File: config.mk
export PLATFORM = sky130hd
export DESIGN_NAME = button_debounce_n_flat
export DESIGN_NICKNAME = d
export VERILOG_FILES = /design/src/rtl/button_debounce_n_if.sv /design/src/rtl/button_debounce_n.sv /design/src/flat_wrapper.sv
export SDC_FILE = /design/constraint.sdc
export NUM_CORES = 1
export LEC_CHECK = 0
export CAP_MARGIN = 20
export CORE_UTILIZATION = 55
export CTS_CLUSTER_DIAMETER = 40
export DETAILED_ROUTE_END_ITERATION = 10
export PLACE_DENSITY = 0.75
export REMOVE_ABC_BUFFERS = 1
export SYNTH_ARGS = -nofsm -noshare
export SYNTH_HDL_FRONTEND = slang
export SYNTH_SLANG_ARGS = --single-unit
File: constraint.sdc
create_clock -name CLK -period 2.5 [get_ports CLK]
set_input_delay 0.5 -clock CLK [delete_from_list [all_inputs] [get_ports CLK]]
set_output_delay 0.5 -clock CLK [all_outputs]
set_load 0.05 [all_outputs]
File: src/rtl/button_debounce_n_if.sv
// rtl/button_debounce_n_if.sv - button/LED bundle between board pins, control logic and button_debounce_n
// Optional macro LONGPRESS_EN adds the BUT_LONG pulse vector.
interface button_debounce_n_if #(
  parameter int N_CH = 2
);
  logic [N_CH-1:0] BUT;
  logic [N_CH-1:0] MODE;
  logic [N_CH-1:0] BUT_LEVEL;
  logic [N_CH-1:0] BUT_PRESS;
  logic [N_CH-1:0] BUT_RELEASE;
  logic [N_CH-1:0] LED;
`ifdef LONGPRESS_EN
  logic [N_CH-1:0] BUT_LONG;
`endif

  // Board/control side: supplies raw pins and LED mode, consumes debounced state
  modport master (
    output BUT,
    output MODE,
    input  BUT_LEVEL,
    input  BUT_PRESS,
    input  BUT_RELEASE,
    input  LED
`ifdef LONGPRESS_EN
    , input BUT_LONG
`endif
  );

  // Debouncer side
  modport slave (
    input  BUT,
    input  MODE,
    output BUT_LEVEL,
    output BUT_PRESS,
    output BUT_RELEASE,
    output LED
`ifdef LONGPRESS_EN
    , output BUT_LONG
`endif
  );
endinterface

File: src/rtl/button_debounce_n.sv
// rtl/button_debounce_n.sv - N-channel button synchroniser, debounce, edge pulses and LED driver
// Optional macro LONGPRESS_EN adds a saturating hold counter and BUT_LONG pulse per channel.
module button_debounce_n #(
  parameter int N_CH           = 2,
  parameter int DEB_CYCLES     = 1000000,
  parameter int CNT_W          = 20,
  parameter int BUT_ACTIVE_LOW = 1,
  parameter int LONG_CYCLES    = 100000000
) (
  input logic                CLK,
  input logic                RST_N,
  button_debounce_n_if.slave bus
);

  // Raw level of a released button; the synchroniser resets to it so reset exit looks idle.
  localparam logic [N_CH-1:0]  INACT    = {N_CH{BUT_ACTIVE_LOW != 0}};
  localparam logic [CNT_W-1:0] DEB_LAST = CNT_W'(DEB_CYCLES - 1);

  if (DEB_CYCLES < 2 || ((64'd1 << CNT_W) < 64'(DEB_CYCLES)) || LONG_CYCLES < 2) begin : g_param_check
    $error("button_debounce_n: illegal DEB_CYCLES/CNT_W/LONG_CYCLES");
  end

  logic [N_CH-1:0]  sync1_q;
  logic [N_CH-1:0]  sync2_q;
  logic [N_CH-1:0]  p;
  logic [N_CH-1:0]  accept;
  logic [N_CH-1:0]  level_nx;
  logic [N_CH-1:0]  level_q;
  logic [N_CH-1:0]  press_q;
  logic [N_CH-1:0]  release_q;
  logic [N_CH-1:0]  led_q;
  logic [CNT_W-1:0] cnt_q [N_CH];

  // Two-flop metastability synchroniser on the raw pins
  always_ff @(posedge CLK or negedge RST_N) begin
    if (!RST_N) begin
      sync1_q <= INACT;
      sync2_q <= INACT;
    end else begin
      sync1_q <= bus.BUT;
      sync2_q <= sync1_q;
    end
  end

  // Normalise polarity so p = 1 always means pressed
  assign p = sync2_q ^ INACT;

  // A new level is accepted once p has differed from the current level for DEB_CYCLES cycles
  always_comb begin
    accept   = '0;
    level_nx = level_q;
    for (int i = 0; i < N_CH; i++) begin
      accept[i] = (p[i] != level_q[i]) && (cnt_q[i] == DEB_LAST);
      if (accept[i]) begin
        level_nx[i] = p[i];
      end
    end
  end

  // Stability counters: any return to the current level discards the partial count
  always_ff @(posedge CLK or negedge RST_N) begin
    if (!RST_N) begin
      for (int i = 0; i < N_CH; i++) begin
        cnt_q[i] <= '0;
      end
    end else begin
      for (int i = 0; i < N_CH; i++) begin
        if (p[i] == level_q[i] || accept[i]) begin
          cnt_q[i] <= '0;
        end else begin
          cnt_q[i] <= cnt_q[i] + CNT_W'(1);
        end
      end
    end
  end

  // Debounced level and its press/release pulses share one register stage
  always_ff @(posedge CLK or negedge RST_N) begin
    if (!RST_N) begin
      level_q   <= '0;
      press_q   <= '0;
      release_q <= '0;
    end else begin
      level_q   <= level_nx;
      press_q   <= accept & p;
      release_q <= accept & ~p;
    end
  end

  // LED follows the next level in follow mode, flips on accepted presses in toggle mode
  always_ff @(posedge CLK or negedge RST_N) begin
    if (!RST_N) begin
      led_q <= '0;
    end else begin
      for (int i = 0; i < N_CH; i++) begin
        if (bus.MODE[i]) begin
          if (accept[i] && p[i]) begin
            led_q[i] <= ~led_q[i];
          end
        end else begin
          led_q[i] <= level_nx[i];
        end
      end
    end
  end

  assign bus.BUT_LEVEL   = level_q;
  assign bus.BUT_PRESS   = press_q;
  assign bus.BUT_RELEASE = release_q;
  assign bus.LED         = led_q;

`ifdef LONGPRESS_EN
  localparam int                HOLD_W    = $clog2(LONG_CYCLES + 1);
  localparam logic [HOLD_W-1:0] LONG_LAST = HOLD_W'(LONG_CYCLES - 1);

  logic [HOLD_W-1:0] hold_q [N_CH];
  logic [N_CH-1:0]   long_w;

  // Hold counter reads 0 in the BUT_PRESS cycle and saturates so the pulse cannot repeat
  always_ff @(posedge CLK or negedge RST_N) begin
    if (!RST_N) begin
      for (int i = 0; i < N_CH; i++) begin
        hold_q[i] <= '0;
      end
    end else begin
      for (int i = 0; i < N_CH; i++) begin
        if (!level_q[i]) begin
          hold_q[i] <= '0;
        end else if (hold_q[i] != {HOLD_W{1'b1}}) begin
          hold_q[i] <= hold_q[i] + HOLD_W'(1);
        end
      end
    end
  end

  // Long-press pulse decoded from registered state only
  always_comb begin
    long_w = '0;
    for (int i = 0; i < N_CH; i++) begin
      long_w[i] = level_q[i] && (hold_q[i] == LONG_LAST);
    end
  end

  assign bus.BUT_LONG = long_w;
`else
`endif

endmodule

File: src/flat_wrapper.sv
// flat-port wrapper written by rule: the top's interface ports become plain ports
module button_debounce_n_flat 
#(
  parameter int N_CH           = 2,
  parameter int DEB_CYCLES     = 1000000,
  parameter int CNT_W          = 20,
  parameter int BUT_ACTIVE_LOW = 1,
  parameter int LONG_CYCLES    = 100000000
)
  (CLK, RST_N, bus_BUT, bus_MODE, bus_BUT_LEVEL, bus_BUT_PRESS, bus_BUT_RELEASE, bus_LED);
  button_debounce_n_if #(.N_CH(N_CH)) bus_i ();
  input logic CLK;
  input logic RST_N;
  input wire logic [$bits(bus_i.BUT)-1:0] bus_BUT;
  input wire logic [$bits(bus_i.MODE)-1:0] bus_MODE;
  output wire logic [$bits(bus_i.BUT_LEVEL)-1:0] bus_BUT_LEVEL;
  output wire logic [$bits(bus_i.BUT_PRESS)-1:0] bus_BUT_PRESS;
  output wire logic [$bits(bus_i.BUT_RELEASE)-1:0] bus_BUT_RELEASE;
  output wire logic [$bits(bus_i.LED)-1:0] bus_LED;
  assign bus_i.BUT = bus_BUT;
  assign bus_i.MODE = bus_MODE;
  assign bus_BUT_LEVEL = bus_i.BUT_LEVEL;
  assign bus_BUT_PRESS = bus_i.BUT_PRESS;
  assign bus_BUT_RELEASE = bus_i.BUT_RELEASE;
  assign bus_LED = bus_i.LED;
  button_debounce_n #(.N_CH(N_CH), .DEB_CYCLES(DEB_CYCLES), .CNT_W(CNT_W), .BUT_ACTIVE_LOW(BUT_ACTIVE_LOW), .LONG_CYCLES(LONG_CYCLES)) u_core (.CLK(CLK), .RST_N(RST_N), .bus(bus_i));
endmodule
# == Word-level counts from Yosys, hierarchy flattened ==
# Index checks and enable logic that the tools add are counted.
# totals
register_bits,52
out_inout_bits,8
# classes
add_sub_neg,2
eq_ne,8
mux,8
bitwise_logic,6
reduce_logical,6
# ops
operator,count
$add A20 B1 Y20 const B,2
$eq A20 B20 Y1 const B,2
$mux W20,2
$mux W1,6
$and A2 B2 Y2,2
$logic_and A1 B1 Y1,4
$ne A2 B1 Y1 const B,2
$not A2 Y2,2
$eq A1 B1 Y1,2
$logic_or A1 B1 Y1,2
$ne A1 B1 Y1,2
$not A1 Y1,2

# == Depth between registers and ports, before layout ==
# Gate-level depths: netlist of run 1.
# depth
depth_word,6
ltp_mapped,7
mapped_depth_nobuf,6

# == Worst setup path before layout of run 1 ==
# Ideal clock, no wire load.
# synth_timing
path_kind,register to register
start,reg u_core.cnt_q[15] (netlist name)
end,"reg u_core.led_q[1], in the netlist u_core.bus.LED[1]"
setup_ns,0.126
arrival_ns,1.854
required_time_ns,2.374
setup_slack_ns,0.519
stages_incl_launch_ff,6
n_path_buf,0
synth_period_minus_slack_ns,1.981
path_cell_list,dfrtp_1 > or4b_1 > nor4_2 > nand3_2 > a22o_1 > a221o_1
# synth_via
elab_chain_cells,4
word_cells_on_any_way,6
classes_between,eq/ne: 2; mux: 2; reduce/logical: 2
# synth_rtl
element,line,rtl
from (decl),button_debounce_n.sv:32,logic [CNT_W-1:0] cnt_q [N_CH];
"from (signal, indexed assignment)",button_debounce_n.sv:71,cnt_q[i] <= cnt_q[i] + CNT_W'(1);
$eq A20 B20 Y1 (*),button_debounce_n.sv:53,accept[i] = (p[i] != level_q[i]) && (cnt_q[i] == DEB_LAST);
$logic_and A1 B1 Y1 (*),button_debounce_n.sv:53,
$mux W1 / $logic_and A1 B1 Y1 (equally long branches),"button_debounce_n.sv:54, button_debounce_n.sv:97",
$mux W1 / $ne A2 B1 Y1 (equally long branches),-,
"to (signal, indexed assignment)",button_debounce_n.sv:98,led_q[i] <= ~led_q[i];
"to (signal, indexed assignment)",button_debounce_n.sv:101,led_q[i] <= level_nx[i];
to (decl),button_debounce_n.sv:31,logic [N_CH-1:0] led_q;
# Every way passes the cells marked *; elsewhere a longest branch is shown, timed or not.
# A chain may end at the register's enable or synchronous reset.

# == Worst setup path in the final report of run 1 ==
# layout_timing
start,"reg u_core.level_q[1], in the netlist u_core.bus.BUT_LEVEL[1]"
end,out bus_BUT_LEVEL[1]
# layout_rtl
element,line,rtl
from (decl),button_debounce_n.sv:28,logic [N_CH-1:0] level_q;
from (signal assigned),button_debounce_n.sv:84,level_q <= level_nx;
to (decl),flat_wrapper.sv:16,output wire logic [$bits(bus_i.BUT_LEVEL)-1:0] bus_BUT_LEVEL;
# No word-level cell between the ends.

==> run_results.csv, run 1 <==
group,metric,value,unit
worst_setup_path,crit_chain,"clkdlybuf4s50_1",
drt,ant_nets,0,
yosys,seq_area_frac_synth,0.559,
worst_setup_path,criticalPathCategory,"flip-flop to output pin",
drt,vias,1646,
global_routing,grt_use_met3,0.0608,
timing,maxSlewViolCount,0,
cts,clockBufferDepth,2,
yosys,synth_cell_type_count,35,
global_routing,grt.total_usage,0.204,
yosys,synth_edf_count,0,
final_layout,antennaDiodeCount,0,
final_layout,layout-drive-gt1-share,0.0880,
global_routing,grt_antenna_before_repair,0,
final_layout,final_nets,257,
worst_setup_path,critPathBufInv,1,
die,die_w,67.2,um
cts,cts.repair.resized,0,
yosys,yosysTopAreaCell,"dfrtp_1",
yosys,ys_seq_elements,52,
final_layout,multiInputGateArea,1000,um2
drt,vias_per_cell,5.49,
worst_setup_path,cpLargestDelayFamily,"buffers and inverters",
die,die_area,4510,um2
drt,drt_wl_total,3.96,mm
cts,cts-root-buf,"clkbuf_8",
drt,dr.pass1.iters,4,
worst_setup_path,cp-end-kind,"output pin",
final_layout,fillers,327,
timing,setup_slack,0.381,ns
worst_setup_path,rr_worst_depth,5,
yosys,avgSynthCellArea,10.4,um2
final_layout,post-route-util,0.662,
global_routing,grt_pass1_vias,1563,
final_layout,regArea,1310,um2
worst_setup_path,cp-startpoint,"u_core.bus.BUT_LEVEL[1]$_DFF_PN0_",
final_layout,synthToLayoutAreaGrowth,14.1,%
timing,slew_headroom,0.444,
cts,numCtsBuffers,5,
die,num_io_pins,14,
drt,drc,0,
timing,skew,0.00855,ns
worst_setup_path,cp_max_fo,7,
cts,cts_max_level,2,
cts,cts_hold_buffers,0,
global_routing,use_met2,0.324,
cts,clk_pin_slew,0.09,ns
cts,clock_latency,0.30,ns
run_status,status,"finished clean",
yosys,synth_cells,224,
yosys,ys_async_sr_fraction,1.00,
yosys,synth_top_cell_area_share,0.514,
worst_setup_path,worstPathArrival,1.62,ns
yosys,synth_area_leaders,"dfrtp_1 (51%), xor2_1 (8.2%), nor2_1 (7.9%), xnor2_1 (6.0%), dfstp_2 (4.5%)",
global_routing,busiest_layer,"met2",
placed_design,place_ws,0.396,ns
timing,final.period_utilization,0.847,
cts,post_cts_buffers,0,
timing,setup_viol,0,
die,rows,23,
global_routing,grt_max_degree,39,
die,die_h,67.2,um
yosys,syn-cell-area,2340,um2
yosys,synth_top_cells_by_count,"nor2_1 (49), dfrtp_1 (48), xor2_1 (22)",
job,cap_violations,0,
placed_design,place_congestion,0.819,
worst_setup_path,cp.depth,1,
pwr,power.density,535,nW/um2
drt,wire_per_inst,13.2,um
timing,setup_tns,0,ns
timing,tightestPinTransition,0.833,ns
placed_design,place_hpwl,2.78,mm
pwr,p_total,1.43,mW
worst_setup_path,worstPathRequired,2.00,ns
pwr,ir_drop,0.324,mV
worst_setup_path,slowest_delay,0.85,ns
die,core_region_area,4030,um2
timing,period_minus_slack,2.12,ns
pwr,p_leak,1.20,nW
worst_setup_path,slowest_stage,"clkdlybuf4s50_1",
timing,hold_violations,0,
timing,fmax,472,MHz
timing,rsz0062_at_grt,"no",
cts,cts_tree,"yes",
global_routing,grt_pass1_wl,6.70,mm
yosys,ys_warn_count,0,
worst_setup_path,crit-reg2reg-launch,"u_core.cnt_q[15]$_DFF_PN0_",
yosys,synth_most_common_cell,"nor2_1",
cts,numClockSinks,52,
die,initial_core_util,0.580,
yosys,ys.flop_type,"dfrtp_1",
drt,first_iter_violations,96,
global_routing,grt_remaining_overflow,0,
min_path,holdCritPathClass,"input pin to asynchronous set/reset pin",
placed_design,portBuffers,13,
worst_setup_path,cp-start-kind,"flip-flop",
global_routing,grtUsageMet1,0.262,
timing,holdWs,0.290,ns
[path summary, 6_finish.rpt]
kind,to,slack (ns)
worst min-delay path,u_core.cnt_q[4]$_DFF_PN0_,0.29
min in group CLK,u_core.sync2_q[1]$_DFF_PN1_,0.36
worst max-delay path,bus_BUT_LEVEL[1],0.38
worst min register to register,u_core.sync2_q[1]$_DFF_PN1_,0.36
worst max register to register,u_core.bus.LED[1]$_DFFE_PN0P_,0.41
max in group asynchronous,u_core.cnt_q[20]$_DFF_PN0_,1.56
[layout by cell type, fill, tap and decap left out, types with 3 or more instances in the layout]
cell	netlist	layout
dfstp_2	4	4
nand4_1	4	4
xor2_1	22	22
clkdlybuf4s50_1	0	12
nor2_1	49	49
buf_4	1	7
nand2_1	17	17
and4_1	3	3
and3_1	7	7
xnor2_1	16	16
dfrtp_1	48	48
nor4_1	3	3
clkbuf_8	0	7
nand3_1	18	18
inv_1	4	4
[area by class of cell]
type                    count  area share
clock buffers               8      0.0375
inverters                   4     0.00563
multi-input cells         166       0.377
flip-flops and latches     52       0.490
well taps                  50      0.0235
repair buffers             20      0.0666
[routing by layer]
metal / vias to the layer above / share of wire
li1: 802 / -
met1: 811 / 0.49
met2: 28 / 0.46
met3: 5 / 0.036
met4: 0 / 0.014
met5: - / 0
[stage by stage]
step / std cells / instance area [um2]
detailed placement: 292 / 2570
CTS: 300 / 2670
global placement: 292 / 2570
floorplan: 222 / 2330
finish: 300 / 2670
global route: 300 / 2670
[state kept, by name, summed over array words and instances, names as in the netlist]
name	cells
u_core.cnt_q	40
u_core.bus.BUT_PRESS	2
u_core.bus.BUT_RELEASE	2
u_core.sync2_q	2
u_core.bus.LED	2
u_core.sync1_q	2
u_core.bus.BUT_LEVEL	2
[where the power goes]
part	internal [mW]	switching, mW
Combinational	0.0213	0.0343
Clock	0.253	0.254
Sequential	0.854	0.0107
Total	1.13	0.299
[logic make-up (layout without fill, tap and decap cells)]
family / after synthesis / count (layout) / synth area share
simple gates: 118 / 118 / 0.249
flops: 52 / 52 / 0.559
xor+xnor: 38 / 38 / 0.142
compound gates: 8 / 8 / 0.0273
buf+inv: 6 / 32 / 0.0112
fa+ha+maj: 2 / 2 / 0.0107
[worst register-to-register path, cell delays in order, from the launching register on]
cell and delay, ns:
dfrtp_1 0.40, or4b_1 0.54, nor4_2 0.29, nand3_2 0.20, a22o_1 0.23, a221o_1 0.33
No activity file was read; power rests on OpenSTA's default activity.
==> inputs of run 2 (changes only) <==
==> constraint.sdc (replaced) <==
create_clock -name CLK -period 2.2 [get_ports CLK]
set_input_delay 0.44 -clock CLK [delete_from_list [all_inputs] [get_ports CLK]]
set_output_delay 0.44 -clock CLK [all_outputs]
set_load 0.05 [all_outputs]
==> run 2 against run 1 <==
  * Non-clock buffer count did not move
  * Cell count unchanged
  * Cell area up 0.89%
  * Routed wire length rose by 1.1%
  * Clock-buffer cell count shrank 3
  * Die area unchanged
  * Clock power rose by 27%
  * Sequential cell count did not move
  * Sequential power increased by 14%
  * Worst hold slack worse by 0.19 ns
  * Worst setup slack lost 0.25 ns
  * Largest cell class unchanged
==> run_results.csv, run 2 (synthesized netlist as in run 1, its figures left out) <==
group,metric,value,unit
die,rows,23,
timing,final.period_utilization,0.938,
timing,fmax,484,MHz
job,cap_violations,0,
final_layout,synthToLayoutAreaGrowth,15.1,%
pwr,p_total,1.69,mW
final_layout,final_common_cell,"nor2_1",
final_layout,layout_common_cells,"nor2_1 (49), dfrtp_1 (48), xor2_1 (22), nand3_1 (18), nand2_1 (17)",
cts,post_cts_buffers,0,
drt,first_iter_violations,84,
cts,numClockSinks,52,
drt,ant_nets,0,
timing,period_minus_slack,2.06,ns
cts,numCtsBuffers,5,
global_routing,grt_pass1_vias,1583,
die,core_region_area,4030,um2
worst_setup_path,cp-end-kind,"output pin",
global_routing,grt_pass1_wl,6.76,mm
drt,drt_wl_total,4.01,mm
final_layout,layout-drive-gt1-share,0.0920,
cts,clk_pin_slew,0.09,ns
worst_setup_path,slowest_delay,0.85,ns
pwr,p_leak,1.21,nW
drt,wire_per_inst,13.4,um
placed_design,place_congestion,0.822,
final_layout,final_nets,257,
die,die_h,67.2,um
final_layout,multiInputGateArea,1000,um2
placed_design,portBuffers,13,
global_routing,grt.total_usage,0.207,
worst_setup_path,cp_max_fo,7,
worst_setup_path,crit_chain,"clkdlybuf4s50_1",
min_path,holdCritPathClass,"input pin to asynchronous set/reset pin",
cts,clockBufferDepth,2,
cts,cts_hold_buffers,0,
worst_setup_path,critPathBufInv,1,
worst_setup_path,criticalPathCategory,"flip-flop to output pin",
die,initial_core_util,0.580,
timing,tightestPinTransition,0.502,ns
placed_design,dp_cells,292,
die,die_w,67.2,um
global_routing,grt_remaining_overflow,0,
cts,cts-root-buf,"clkbuf_8",
final_layout,largest_register,"u_core.cnt_q",
run_status,status,"finished clean",
drt,vias,1597,
pwr,power.density,628,nW/um2
global_routing,grt_antenna_before_repair,0,
timing,maxSlewViolCount,0,
worst_setup_path,worstPathArrival,1.62,ns
timing,setup_tns,0,ns
worst_setup_path,r2r_slack,0.15,ns
final_layout,antennaDiodeCount,0,
final_layout,layout.cells.non_filler,300,
timing,rsz0062_at_grt,"no",
final_layout,regArea,1310,um2
cts,cts.repair.resized,0,
timing,setup_viol,0,
worst_setup_path,cpLargestDelayFamily,"buffers and inverters",
cts,cts_max_level,2,
timing,hold_violations,0,
final_layout,largest_reg_flops,40,
final_layout,fillers,306,
drt,drc,0,
worst_setup_path,worstPathRequired,1.76,ns
drt,dr.pass1.iters,4,
drt,vias_per_cell,5.32,
global_routing,grt_max_degree,53,
cts,cts_tree,"yes",
worst_setup_path,slowest_stage,"clkdlybuf4s50_1",
timing,skew,0.00686,ns
die,die_area,4510,um2
worst_setup_path,cp-start-kind,"flip-flop",
pwr,ir_drop,0.348,mV
die,num_io_pins,14,
placed_design,place_hpwl,2.78,mm
timing,slew_headroom,0.664,
cts,clock_latency,0.31,ns
==> run 2: cell types whose count changed in the layout (fill, tap and decap cells not counted), sizes merged <==
cell      change
bufinv        +1
clkbuf        -3
clkinv        +1
clkinvlp      +1
==> run 2: through the flow <==
step	hold WS, ns	util	setup slack, ns	area (um2)
floorplan	0.144	-	0.219	2330
global placement	0.347	0.640	0.198	2580
detailed placement	0.348	0.640	0.150	2580
CTS	0.104	0.668	0.122	2690
global route	0.125	0.668	0.0386	2690
finish	0.0981	0.668	0.136	2690
==> run 2: worst paths after layout <==
kind / from / to / depth (start not counted)
min reg2reg: u_core.sync1_q[1]$_DFF_PN1_ / u_core.sync2_q[1]$_DFF_PN1_ / 0
min in group CLK: u_core.sync1_q[1]$_DFF_PN1_ / u_core.sync2_q[1]$_DFF_PN1_ / 0
max reg2reg: u_core.cnt_q[15]$_DFF_PN0_ / u_core.bus.LED[1]$_DFFE_PN0P_ / 5
min: RST_N / u_core.cnt_q[10]$_DFF_PN0_ / 2
max: u_core.bus.BUT_LEVEL[0]$_DFF_PN0_ / bus_BUT_LEVEL[0] / 1
max in group asynchronous: RST_N / u_core.sync1_q[0]$_DFF_PN1_ / 2
==> run 2: power by group <==
| part | total, mW | switching (mW) | internal [mW] | leakage, nW |
|---|---|---|---|---|
| combinational | 0.0634 | 0.0387 | 0.0247 | 0.445 |
| sequential | 0.984 | 0.0130 | 0.971 | 0.708 |
| clock | 0.643 | 0.307 | 0.337 | 0.0541 |
| total | 1.69 | 0.359 | 1.33 | 1.21 |
==> run 2: cell type report <==
cell class,count,share of cell area
Clock buffer,5,0.0256
Timing Repair Buffer,20,0.0707
Sequential cell,52,0.486
Tap cell,50,0.0233
Multi-Input combinational cell,166,0.373
Clock inverter,3,0.0158
Inverter,4,0.00558
==> run 2: routing by layer <==
layer  track usage  up-vias  part of all wire  routed length [um]
met4         0.112        0             0.013                  52
li1              -      804                 -                   -
met1         0.258      772              0.48                1930
met2         0.340       16              0.48                1930
met3        0.0405        5             0.024                  96
met5             0        -                 0                   0
==> inputs of run 3 (changes only) <==
--- a/config.mk
+++ b/config.mk
@@ -9,8 +9,10 @@
 export CORE_UTILIZATION = 55
 export CTS_CLUSTER_DIAMETER = 40
 export DETAILED_ROUTE_END_ITERATION = 10
+export GPL_ROUTABILITY_DRIVEN = 0
 export PLACE_DENSITY = 0.75
 export REMOVE_ABC_BUFFERS = 1
 export SYNTH_ARGS = -nofsm -noshare
 export SYNTH_HDL_FRONTEND = slang
 export SYNTH_SLANG_ARGS = --single-unit
+export TNS_END_PERCENT = 10
==> results of run 3 <==
Same layout as run 2: the final DEF is identical, and so are final timing and power.
